<file path="config.mk">
export PLATFORM = sky130hd
export DESIGN_NAME = servo_pwm_multi
export DESIGN_NICKNAME = d
export VERILOG_FILES = /design/src/rtl/servo_pwm_multi.sv
export SDC_FILE = /design/constraint.sdc
export NUM_CORES = 1
export LEC_CHECK = 0
export BUFFER_PORTS_ARGS = -buffer_cell sky130_fd_sc_hd__buf_4
export CAP_MARGIN = 20
export CORE_ASPECT_RATIO = 2
export CORE_MARGIN = 1
export CORE_UTILIZATION = 60
export DETAILED_ROUTE_END_ITERATION = 6
export GPL_TIMING_DRIVEN = 1
export MAX_ROUTING_LAYER = met4
export PLACE_DENSITY_LB_ADDON = 0.12
export SETUP_SLACK_MARGIN = 0.02
export SLEW_MARGIN = 20
export SYNTH_ARGS = -nofsm -noshare
export SYNTH_HDL_FRONTEND = slang
export SYNTH_SLANG_ARGS = --single-unit
</file>
<file path="constraint.sdc">
create_clock -name clk -period 2.4 [get_ports clk]
set_input_delay 0.12 -clock clk [delete_from_list [all_inputs] [get_ports clk]]
set_output_delay 0.12 -clock clk [all_outputs]
set_load 0.05 [all_outputs]
</file>
<file path="src/rtl/servo_pwm_multi.sv">
// servo_pwm_multi: CH-channel double-buffered PWM sharing one period counter.
// Optional build macro PWM_CLAMP_EN saturates duty writes to [MIN_PULSE, MAX_PULSE].
module servo_pwm_multi #(
    parameter int CH         = 4,
    parameter int WIDTH      = 20,
    parameter int PERIOD_RST = 999999,
    parameter int MIN_PULSE  = 50000,
    parameter int MAX_PULSE  = 100000,
    parameter int ADDR_W     = $clog2(CH + 1)
) (
    input  logic              clk,
    input  logic              rst_n,
    input  logic              en,
    input  logic              cfg_valid,
    output logic              cfg_ready,
    input  logic [ADDR_W-1:0] cfg_addr,
    input  logic [WIDTH-1:0]  cfg_data,
    output logic [CH-1:0]     pwm_out,
    output logic              frame_tick,
    output logic              pending
);
    logic [WIDTH-1:0] cnt, period_a, period_s, duty_wd;
    logic [WIDTH-1:0] duty_a [CH];
    logic [WIDTH-1:0] duty_s [CH];
    logic wr, wrap, load, hit_period;

    if (MIN_PULSE > MAX_PULSE) begin : g_bad_clamp
        $error("MIN_PULSE exceeds MAX_PULSE");
    end

`ifdef PWM_CLAMP_EN
    localparam logic [WIDTH-1:0] MIN_W = WIDTH'(MIN_PULSE);
    localparam logic [WIDTH-1:0] MAX_W = WIDTH'(MAX_PULSE);
    // duty writes saturate before entering the shadow register
    always_comb duty_wd = cfg_data < MIN_W ? MIN_W : (cfg_data > MAX_W ? MAX_W : cfg_data);
`else
    // duty writes are stored raw
    always_comb duty_wd = cfg_data;
`endif

    // accepted write, frame boundary and shadow-to-active transfer strobes
    always_comb begin
        wr         = cfg_valid && cfg_ready;
        wrap       = en && cnt == period_a;
        load       = !en || wrap;
        hit_period = wr && cfg_addr == ADDR_W'(CH);
    end

    // shared period counter, handshake readiness and pending flag
    always_ff @(posedge clk or negedge rst_n) begin
        if (!rst_n) begin
            cnt       <= '0;
            cfg_ready <= 1'b0;
            pending   <= 1'b0;
        end else begin
            cnt       <= load ? '0 : cnt + WIDTH'(1);
            cfg_ready <= 1'b1;
            pending   <= load ? 1'b0 : (wr && cfg_addr <= ADDR_W'(CH)) ? 1'b1 : pending;
        end
    end

    // period shadow/active pair; a write on a load cycle bypasses the shadow
    always_ff @(posedge clk or negedge rst_n) begin
        if (!rst_n) begin
            period_s <= WIDTH'(PERIOD_RST);
            period_a <= WIDTH'(PERIOD_RST);
        end else begin
            if (hit_period) period_s <= cfg_data;
            if (load) period_a <= hit_period ? cfg_data : period_s;
        end
    end

    // per-channel duty shadow/active pairs with the same bypass rule
    always_ff @(posedge clk or negedge rst_n) begin
        if (!rst_n) begin
            for (int i = 0; i < CH; i++) begin
                duty_s[i] <= '0;
                duty_a[i] <= '0;
            end
        end else begin
            for (int i = 0; i < CH; i++) begin
                if (wr && cfg_addr == ADDR_W'(i)) duty_s[i] <= duty_wd;
                if (load) duty_a[i] <= (wr && cfg_addr == ADDR_W'(i)) ? duty_wd : duty_s[i];
            end
        end
    end

    // registered outputs, forced low while disabled
    always_ff @(posedge clk or negedge rst_n) begin
        if (!rst_n) begin
            pwm_out    <= '0;
            frame_tick <= 1'b0;
        end else begin
            for (int i = 0; i < CH; i++) pwm_out[i] <= en && (cnt < duty_a[i]);
            frame_tick <= en && cnt == '0;
        end
    end
endmodule
</file>
==> impl_metrics.tcl, run 1 <==
set metrics [dict create \
    finClkSkew_ns 0.01837 \
    cts_sinks 227 \
    ios 34 \
    criticalPathCategory "register to register" \
    area_delta_synth_final_pct 16.30 \
    htree_levels 1 \
    place_hpwl_mm 18.69 \
    power_mw 10.72 \
    routedWlPerCell_um 21.80 \
    avgViaCountPerCell 5.822 \
    synthFlopType "dfrtp_1" \
    ys_types 38 \
    period_share 1.001 \
    grt_max_degree 89 \
    timing.setup.tns_ns -0.002704 \
    setup_viol 1 \
    arrival_ns 2.85 \
    cp_top_family "simple AND/OR/NAND/NOR gates" \
    startpoint "cnt[18]$_DFF_PN0_" \
    yosysTopAreaCell "dfrtp_1" \
    max_cap_viol_count 0 \
    cp_cell_sequence "buf_4 -> ha_1 -> nand4_1 -> nor2_1 -> o21ai_1 -> nand4b_1 -> a311oi_2 -> buf_4" \
    synth-warning-count 0 \
    yosysMostFrequentCell "dfrtp_1" \
    avgSynthCellArea_um2 12.85 \
    syn-num-nets 946 \
    ant_nets 0 \
    status "complete, but fails checks" \
    end_kind "register" \
    track_usage 0.2976 \
    routabilityCongestion 0.9008 \
    startpoint_type "register" \
    drc 0 \
    holdWs_ns 0.05539 \
    syn_area_mm2 0.01081 \
    drt_iter0_drc 215 \
    hold_viol 0 \
    rr_startpoint "cnt[18]$_DFF_PN0_" \
    tightest_slew_ns 0.6974 \
    path_common_cell "buf_4" \
    violations "setup timing" \
    period_minus_slack_ns 2.403 \
    crit_fanout 7 \
    ys_top_cells_by_count "dfrtp_1 (203), mux2_2 (130), inv_1 (81), ha_1 (78), mux2_1 (70)" \
    max_stage_delay_ns 0.43 \
    slew_viol_final 0 \
    numCtsBuffers 21 \
    clockBufferDepth 3 \
    postLayoutCoreUtil 0.7101 \
    die_area_mm2 0.01858 \
    fillerInstances 1238 \
    ctsRootBufferMaster "clkbuf_16" \
    ir_drop_mv 0.6854 \
    cp_slowest_cell "dfrtp_1" \
    clock_latency_ns 0.51 \
    num_rows 69 \
    wl_mm 25.42 \
    io_buffers 33 \
    ys_seq_elements 227 \
    grt_pass1_vias 7728 \
    rsz0062_at_grt "true" \
    seq_area_frac_synth 0.5285 \
    path_clk_slew_ns 0.07 \
    dr.pass1.iters 6 \
    place_ws_ns -0.09203 \
    hp-start "cfg_addr[2]" \
    diodes 0 \
    leakage_nw 6.114 \
    core_area_mm2 0.01770 \
    grt.overflow.total 0 \
    grt_pass1_wl_mm 41.05 \
    drive_above_1_share 0.2844 \
    antenna_found_initial 0 \
    cts_tree "yes" \
    start_util 0.6105 \
    die_y_um 191.8 \
    synth-async-reset-ratio 1.000 \
    layout.nets 1044 \
    critPathBufInv 2 \
    synth_top_cell_area_share 0.4701 \
    synthTopCellsByArea "dfrtp_1 (47%), mux2_2 (14%), ha_1 (9.0%)" \
    synthCells 841 \
    synth_edf_count 0 \
    die_w_um 96.89 \
    dr_total_vias 6788 \
    max_freq_ghz 0.4162 \
    slew_headroom 0.5351 \
    p_per_area_mw_per_mm2 852.9 \
    worstPathRequired_ns 2.85 \
    worstHoldPathType "primary input to register" \
    worst_slack_ns -0.002704 \
]
## cells by family (layout without fill, tap and decap cells)
group / count (synthesis) / after routing / synth area share
AND/OR/NAND/NOR: 122 / 122 / 0.05882
flip-flops: 227 / 227 / 0.5285
other: 1 / 1 / 0.0003470
multiplexers: 200 / 200 / 0.2084
XOR/XNOR: 38 / 38 / 0.03080
AO/OA/AOI/OAI: 65 / 65 / 0.03833
adder cells (fa/ha/maj): 78 / 78 / 0.09032
buffers and inverters: 110 / 222 / 0.04446
## metal layers
layer,up-vias,GRT usage,part of all wire
met3,72,0.02693,0.029
met1,3488,0.3060,0.35
met5,-,-,0
met4,0,0.1630,0.058
li1,3102,-,-
met2,126,0.5534,0.56
## sequential cells by signal, indices dropped and copies added (netlist names)
signal and count:
cnt 20, pwm_out 4, period_a 20, cfg_ready 1
frame_tick 1, pending 1, period_s 20, duty_a 80
duty_s 80
## cell type report
class	instances	area [µm²]	share of cell area
flip-flops and latches	227	5710	0.4544
inverters	81	304.0	0.02419
well taps	213	266.5	0.02121
clock inverters	10	111.4	0.008861
multi-input cells	504	4632	0.3686
clock buffers	27	568.0	0.04520
repair buffers	104	974.7	0.07756
## per-stage QoR
stage / area (µm²) / cells
final: 12570 / 1166
after floorplan: 10810 / 841
after global placement: 11650 / 1106
after global routing: 12570 / 1166
after CTS: 12560 / 1166
after detailed placement: 11650 / 1106
## worst reg2reg max path: stages (launching register included)
cell and delay [ns]:
dfrtp_1 0.43, buf_4 0.19, ha_1 0.31, nand4_1 0.20
nor2_1 0.12, o21ai_1 0.24, nand4b_1 0.32, a311oi_2 0.39
buf_4 0.17
## layout by cell type (no fill, tap or decap), types with 18 or more instances in the layout
cell type	count
dlygate4sd3_1	23
buf_4	69
mux2_2	130
mux2_1	70
nand4_1	18
clkbuf_16	21
ha_1	78
dfrtp_1	203
inv_1	81
a21o_1	18
nand2_1	20
nor2_1	36
a21oi_1	21
xor2_1	23
dfstp_2	24
## report_power, final
part | switching [mW] | leakage (nW) | internal, mW
logic | 1.13 | 3.00 | 1.07
clock network | 1.45 | 0.339 | 1.90
registers | 0.391 | 2.77 | 4.77
## path summary, 6_finish.rpt
check                           slack, ns                endpoint  depth (start not counted)
worst max-delay path               -0.003    pwm_out[1]$_DFF_PN0_                          8
worst min-delay path                 0.06     pending$_DFFE_PN0P_                          4
worst max register to register     -0.003    pwm_out[1]$_DFF_PN0_                          8
worst min register to register       0.49  duty_a[50]$_DFFE_PN0N_                          1
max in group asynchronous            1.37   period_s[2]$_DFF_PN1_                          3
min in group asynchronous            0.20    duty_s[18]$_DFF_PN0_                          2
## timing repair
item | CTS | global route
pin swaps | 0 | 0
resized for setup | 2 | 1
hold buffers | 23 | 0
endpoints found under the setup margin | 1 | 2
buffers inserted | 0 | 0
hold endpoints to repair | 175 | 0
No activity file was read; power rests on OpenSTA's default activity.
==> inputs of run 2 (changes only) <==
- ABC_AREA: unset -> 1
==> impl_metrics.tcl, run 2 <==
set metrics [dict create \
    status "finished, final reports clean" \
    p_per_area_mw_per_mm2 816.7 \
    numCtsBuffers 21 \
    grt.overflow.total 0 \
    cts_tree "yes" \
    layout.nets 1490 \
    yosysMostFrequentCell "nand2_1" \
    routabilityCongestion 1.026 \
    intPower_mw 7.215 \
    rsz0062_at_grt "false" \
    switching_share 0.2932 \
    grt_pass1_wl_mm 45.04 \
    avgViaCountPerCell 5.450 \
    htree_levels 1 \
    path_clk_slew_ns 0.07 \
    max_cap_viol_count 0 \
    whs_endpoint "pending$_DFFE_PN0P_" \
    reg2reg_depth 10 \
    syn_area_mm2 0.01126 \
    arrival_ns 2.60 \
    placed_area_mm2 0.01178 \
    final_cell_mix "nand2_1 (448), dfrtp_1 (203), inv_1 (151)" \
    clockBufferDepth 3 \
    grt_max_degree 98 \
    drive_above_1_share 0.08435 \
    r2r_end "period_a[6]$_DFFE_PN0N_" \
    timing.setup.tns_ns 0 \
    ctsRootBufferMaster "clkbuf_16" \
    criticalPathCategory "register to register" \
    tightest_slew_ns 0.7500 \
    yosysTopAreaCell "dfrtp_1" \
    synth_edf_count 0 \
    pwr-share-seq 0.481 \
    met1_usage 0.3597 \
    worst_slack_ns 0.2294 \
    cts_sinks 227 \
    synthCells 1363 \
    dr.pass1.iters 5 \
    finClkSkew_ns 0.01410 \
    drc 0 \
    pwr-share-clk 0.331 \
    p_comb_frac 0.188 \
    leakage_nw 6.565 \
    worstHoldPathType "primary input to register" \
    reg2reg_slack_ns 0.23 \
    wl_mm 27.49 \
    ys_types 27 \
    place_hpwl_mm 19.12 \
    fillerInstances 1520 \
    ir_drop_mv 0.6923 \
    final_common_cell "nand2_1" \
    rr_startpoint "cnt[7]$_DFF_PN0_" \
    track_usage 0.3097 \
    die_w_um 98.86 \
    synth-async-reset-ratio 1.000 \
    ys_top_cells_by_count "nand2_1 (448), dfrtp_1 (203), inv_1 (151), o21ai_0 (117), nand3_1 (114)" \
    place_ws_ns 0.2492 \
    ant_nets 0 \
    grt_use_met3 0.03278 \
    stdcell_count 1615 \
    end_kind "register" \
    reg_top3 "duty_a x80, duty_s x80" \
    setup_viol 0 \
    startpoint_type "register" \
    area_delta_synth_final_pct 11.03 \
    max_freq_ghz 0.4607 \
    worstPathRequired_ns 2.83 \
    synth-warning-count 0 \
    synthTopCellsByArea "dfrtp_1 (45%), nand2_1 (15%), ha_1 (8.7%)" \
    grt.busiest_layer "met2" \
    power_switching_mw 2.993 \
    antenna_found_initial 0 \
    synth_top_cell_area_share 0.4513 \
    slew_viol_final 0 \
    grt_pass1_vias 8892 \
    clock_latency_ns 0.50 \
    slew_headroom 0.5000 \
    hold_viol 0 \
    routedWlPerCell_um 17.02 \
    avgSynthCellArea_um2 8.259 \
    min_path_cells 5 \
    core_area_mm2 0.01831 \
    grt_use_met2 0.5390 \
    die_y_um 195.7 \
    start_util 0.6150 \
    placedCellCount 1575 \
    dr_total_vias 8802 \
    holdWs_ns 0.01348 \
    register_area_mm2 0.005710 \
    crit_fanout 74 \
    period_minus_slack_ns 2.171 \
    ys_seq_elements 227 \
    syn-num-nets 1468 \
    num_rows 70 \
    period_share 0.9044 \
    drt_iter0_drc 345 \
    multi_input_area_mm2 0.004695 \
    final_area_mm2 0.01250 \
    io_buffers 33 \
    diodes 0 \
    die_area_mm2 0.01935 \
    synthFlopType "dfrtp_1" \
    hp-start "cfg_valid" \
    seq_area_frac_synth 0.5073 \
    ios 34 \
]
## run 2: cell types whose count changed in the layout (fill, tap and decap cells not counted), moves of 18 or more
cell	before	now
a21o_1	18	0
mux2_2	130	0
nand3_1	9	113
mux2_1	70	0
o21ai_0	11	117
nor2_1	36	61
dlygate4sd3_1	23	3
buf_4	69	47
nand2_1	20	448
inv_1	81	151
## run 2: timing repair
| item | 4_1_cts | 5_1_grt |
|---|---|---|
| endpoints found under the hold margin | 87 | 0 |
| gates resized for setup | 0 | 0 |
| hold buffers | 3 | 0 |
| buffers inserted | 0 | 0 |
## run 2: power groups by stage
| stage | registers [mW] | clock network, mW | logic [mW] |
|---|---|---|---|
| 2_1_floorplan | 4.89 | 0 | 1.31 |
| 3_3_place_gp | 4.96 | 0 | 1.87 |
| 3_5_place_dp | 4.96 | 0 | 1.93 |
| 4_1_cts | 4.91 | 3.44 | 1.94 |
| 5_1_grt | 4.98 | 3.58 | 2.23 |
| 6_report | 4.91 | 3.38 | 1.92 |
## run 2: final cells by class
| type | count | share of cell area |
|---|---|---|
| Clock buffer | 31 | 0.04825 |
| Clock inverter | 6 | 0.006808 |
| Inverter | 159 | 0.04775 |
| Multi-Input combinational cell | 918 | 0.3756 |
| Sequential cell | 227 | 0.4569 |
| Tap cell | 216 | 0.02162 |
| Timing Repair Buffer | 58 | 0.04305 |
## run 2: metrics by stage
| step | utilization | power, mW |
|---|---|---|
| finish | 0.6828 | 10.21 |
| global route | 0.6828 | 10.79 |
| CTS | 0.6828 | 10.29 |
| detailed placement | 0.6435 | 6.889 |
| global placement | 0.6435 | 6.821 |
| floorplan | - | 6.207 |
## run 2: cell families (layout without fill, tap and decap cells)
kind of cell,Yosys count,after routing,synth area share
AOI/OAI and AO/OA,165,165,0.07580
xor gates and xnor gates,21,21,0.01634
adders and majority gates,78,78,0.08670
buffers and inverters,218,254,0.07747
DFF,227,227,0.5073
other,1,1,0.0003331
and+or+nand+nor,653,653,0.2361
## run 2: routing by layer
metal	vias to the layer above	routed length [µm]	part of all wire
met1	4165	11130	0.40
met5	-	0	0
met4	0	1251	0.046
met2	185	14190	0.52
li1	4386	-	-
met3	66	924	0.034
## run 2: worst max path at each step
stage | startpoint | endpoint | slack [ns] | depth (start not counted)
floorplan | cfg_ready$_DFF_PN0_ | duty_a[1]$_DFFE_PN0N_ | 0.71 | 8
global placement | cnt[7]$_DFF_PN0_ | period_a[6]$_DFFE_PN0N_ | 0.28 | 10
detailed placement | cnt[7]$_DFF_PN0_ | period_a[6]$_DFFE_PN0N_ | 0.25 | 10
CTS | cnt[7]$_DFF_PN0_ | period_a[6]$_DFFE_PN0N_ | 0.21 | 10
global route | cnt[7]$_DFF_PN0_ | period_a[6]$_DFFE_PN0N_ | 0.09 | 10
finish | cnt[7]$_DFF_PN0_ | period_a[6]$_DFFE_PN0N_ | 0.23 | 10
## run 2: worst max-delay path: stages, from the launching register on
cell      delay [ns]
dfrtp_1         0.52
inv_1           0.16
nand2_1         0.06
nand2_1         0.07
nand2_1         0.08
nor2_1          0.23
nand3_1         0.17
o21bai_4        0.20
buf_12          0.34
nand2_1         0.16
nand2_1         0.09
==> inputs of run 3 (changes only) <==
- CORE_UTILIZATION: 60 -> 56
- clock period: 2.4 -> 1.8 ns (I/O delays scaled with it)
==> impl_metrics.tcl, run 3 (same netlist as run 2, synthesis figures left out) <==
set metrics [dict create \
    status "complete, but fails checks" \
    violations "setup timing" \
    routedWlPerCell_um 18.70 \
    dr.pass1.iters 5 \
    arrival_ns 2.33 \
    io_buffers 33 \
    worstPathRequired_ns 2.25 \
    core_area_mm2 0.01982 \
    slew_headroom 0.4158 \
    worst_slack_ns -0.08293 \
    clock_latency_ns 0.52 \
    ctsRootBufferMaster "clkbuf_16" \
    path_clk_slew_ns 0.07 \
    cts_tree "yes" \
    num_rows 73 \
    end_kind "register" \
    startpoint_type "register" \
    routabilityCongestion 0.9433 \
    slew_viol_final 0 \
    ios 34 \
    reg_top3 "duty_a x80, duty_s x80" \
    ant_nets 0 \
    drc 0 \
    clockBufferDepth 3 \
    period_share 1.046 \
    min_path_cells 5 \
    place_hpwl_mm 20.71 \
    layout.nets 1581 \
    setup_viol 88 \
    final_cell_mix "nand2_1 (388), dfrtp_1 (196), inv_1 (149)" \
    period_minus_slack_ns 1.883 \
    hold_viol 0 \
    leakage_nw 7.306 \
    reg2reg_depth 9 \
    grt_max_degree 101 \
    avgViaCountPerCell 5.440 \
    fillerInstances 1528 \
    drt_iter0_drc 378 \
    drive_above_1_share 0.2106 \
    die_y_um 202.5 \
    max_freq_ghz 0.5311 \
    numCtsBuffers 21 \
    area_delta_synth_final_pct 25.81 \
    power_mw 14.71 \
    grt_pass1_vias 9415 \
    start_util 0.5680 \
    antenna_found_initial 0 \
    wl_mm 32.79 \
    track_usage 0.3203 \
    ir_drop_mv 0.9959 \
    p_per_area_mw_per_mm2 1039 \
    grt_pass1_wl_mm 48.26 \
    final_common_cell "nand2_1" \
    criticalPathCategory "register to register" \
    grt.overflow.total 0 \
    finClkSkew_ns 0.01604 \
    worstHoldPathType "primary input to register" \
    place_ws_ns -0.09153 \
    die_w_um 102.3 \
    max_cap_viol_count 0 \
    cts_sinks 227 \
    crit_fanout 6 \
    diodes 0 \
    dr_total_vias 9537 \
    rsz0062_at_grt "true" \
    htree_levels 1 \
    tightest_slew_ns 0.8671 \
    die_area_mm2 0.02071 \
]
==> run 3: cell type report <==
class / count / area, µm² / share of cell area
timing repair buffer: 149 / 1664 / 0.1175
sequential: 227 / 5719 / 0.4038
inverter: 159 / 599.3 / 0.04232
tap: 262 / 327.8 / 0.02315
clock buffer: 30 / 639.4 / 0.04515
multi-input combinational: 918 / 5091 / 0.3595
clock inverter: 8 / 121.4 / 0.008570
==> run 3: metal layers <==
layer / vias to the layer above / routed length, µm / share of wire / GRT usage
met2: 265 / 17110 / 0.52 / 0.5580
met4: 0 / 2832 / 0.086 / 0.1959
met5: - / 0 / 0 / -
met3: 149 / 1385 / 0.042 / 0.03167
li1: 4570 / - / - / -
met1: 4553 / 11460 / 0.35 / 0.3412
==> run 3: timing repair <==
action / 4_1_cts / 5_1_grt
endpoints found under the hold margin: 237 / 0
setup buffers: 8 / 4
hold buffers: 15 / 0
gates cloned: 4 / 13
resized for setup: 41 / 114
pin swaps: 15 / 36
setup endpoints to repair: 126 / 125
==> run 3: power by group <==
| part | switching, mW | total (mW) | internal [mW] |
|---|---|---|---|
| Clock | 1.97 | 4.88 | 2.91 |
| Sequential | 0.446 | 6.54 | 6.10 |
| Combinational | 2.01 | 3.29 | 1.28 |
==> run 3: through the flow <==
| step | setup TNS [ns] | instance area, µm² | utilization | std cells | hold slack [ns] |
|---|---|---|---|---|---|
| after global placement | -0.7481 | 12270 | 0.6188 | 1673 | 0.04867 |
| after floorplan | 0 | 11260 | - | 1363 | -0.2056 |
| after CTS | -0.08277 | 13530 | 0.6826 | 1738 | 0.002417 |
| final | -2.256 | 14160 | 0.7145 | 1753 | 0.005922 |
| after global routing | -8.000 | 14160 | 0.7145 | 1753 | 0.02154 |
| after detailed placement | -5.209 | 12270 | 0.6188 | 1673 | 0.04498 |
==> run 3: path summary, 6_finish.rpt <==
kind / start / to / slack [ns]
max: period_a[5]$_DFFE_PN1N_ / period_a[17]$_DFFE_PN1N_ / -0.08
max reg2reg: period_a[5]$_DFFE_PN1N_ / period_a[17]$_DFFE_PN1N_ / -0.08
min in group asynchronous: rst_n / duty_s[73]$_DFF_PN0_ / 0.08
max in group asynchronous: rst_n / period_a[9]$_DFFE_PN1N_ / 0.93
min: cfg_valid / pending$_DFFE_PN0P_ / 0.006
min reg2reg: duty_s[23]$_DFF_PN0_ / duty_s[23]$_DFF_PN0_ / 0.50
==> run 3: critical path, stage by stage, from the launching register on <==
cell	delay [ns]
dfstp_2	0.54
xnor2_1	0.12
nand2_1	0.09
nor2_2	0.17
nand2_2	0.08
o21bai_4	0.25
clkbuf_16	0.23
clkbuf_16	0.18
nand2_1	0.07
nand2_1	0.08
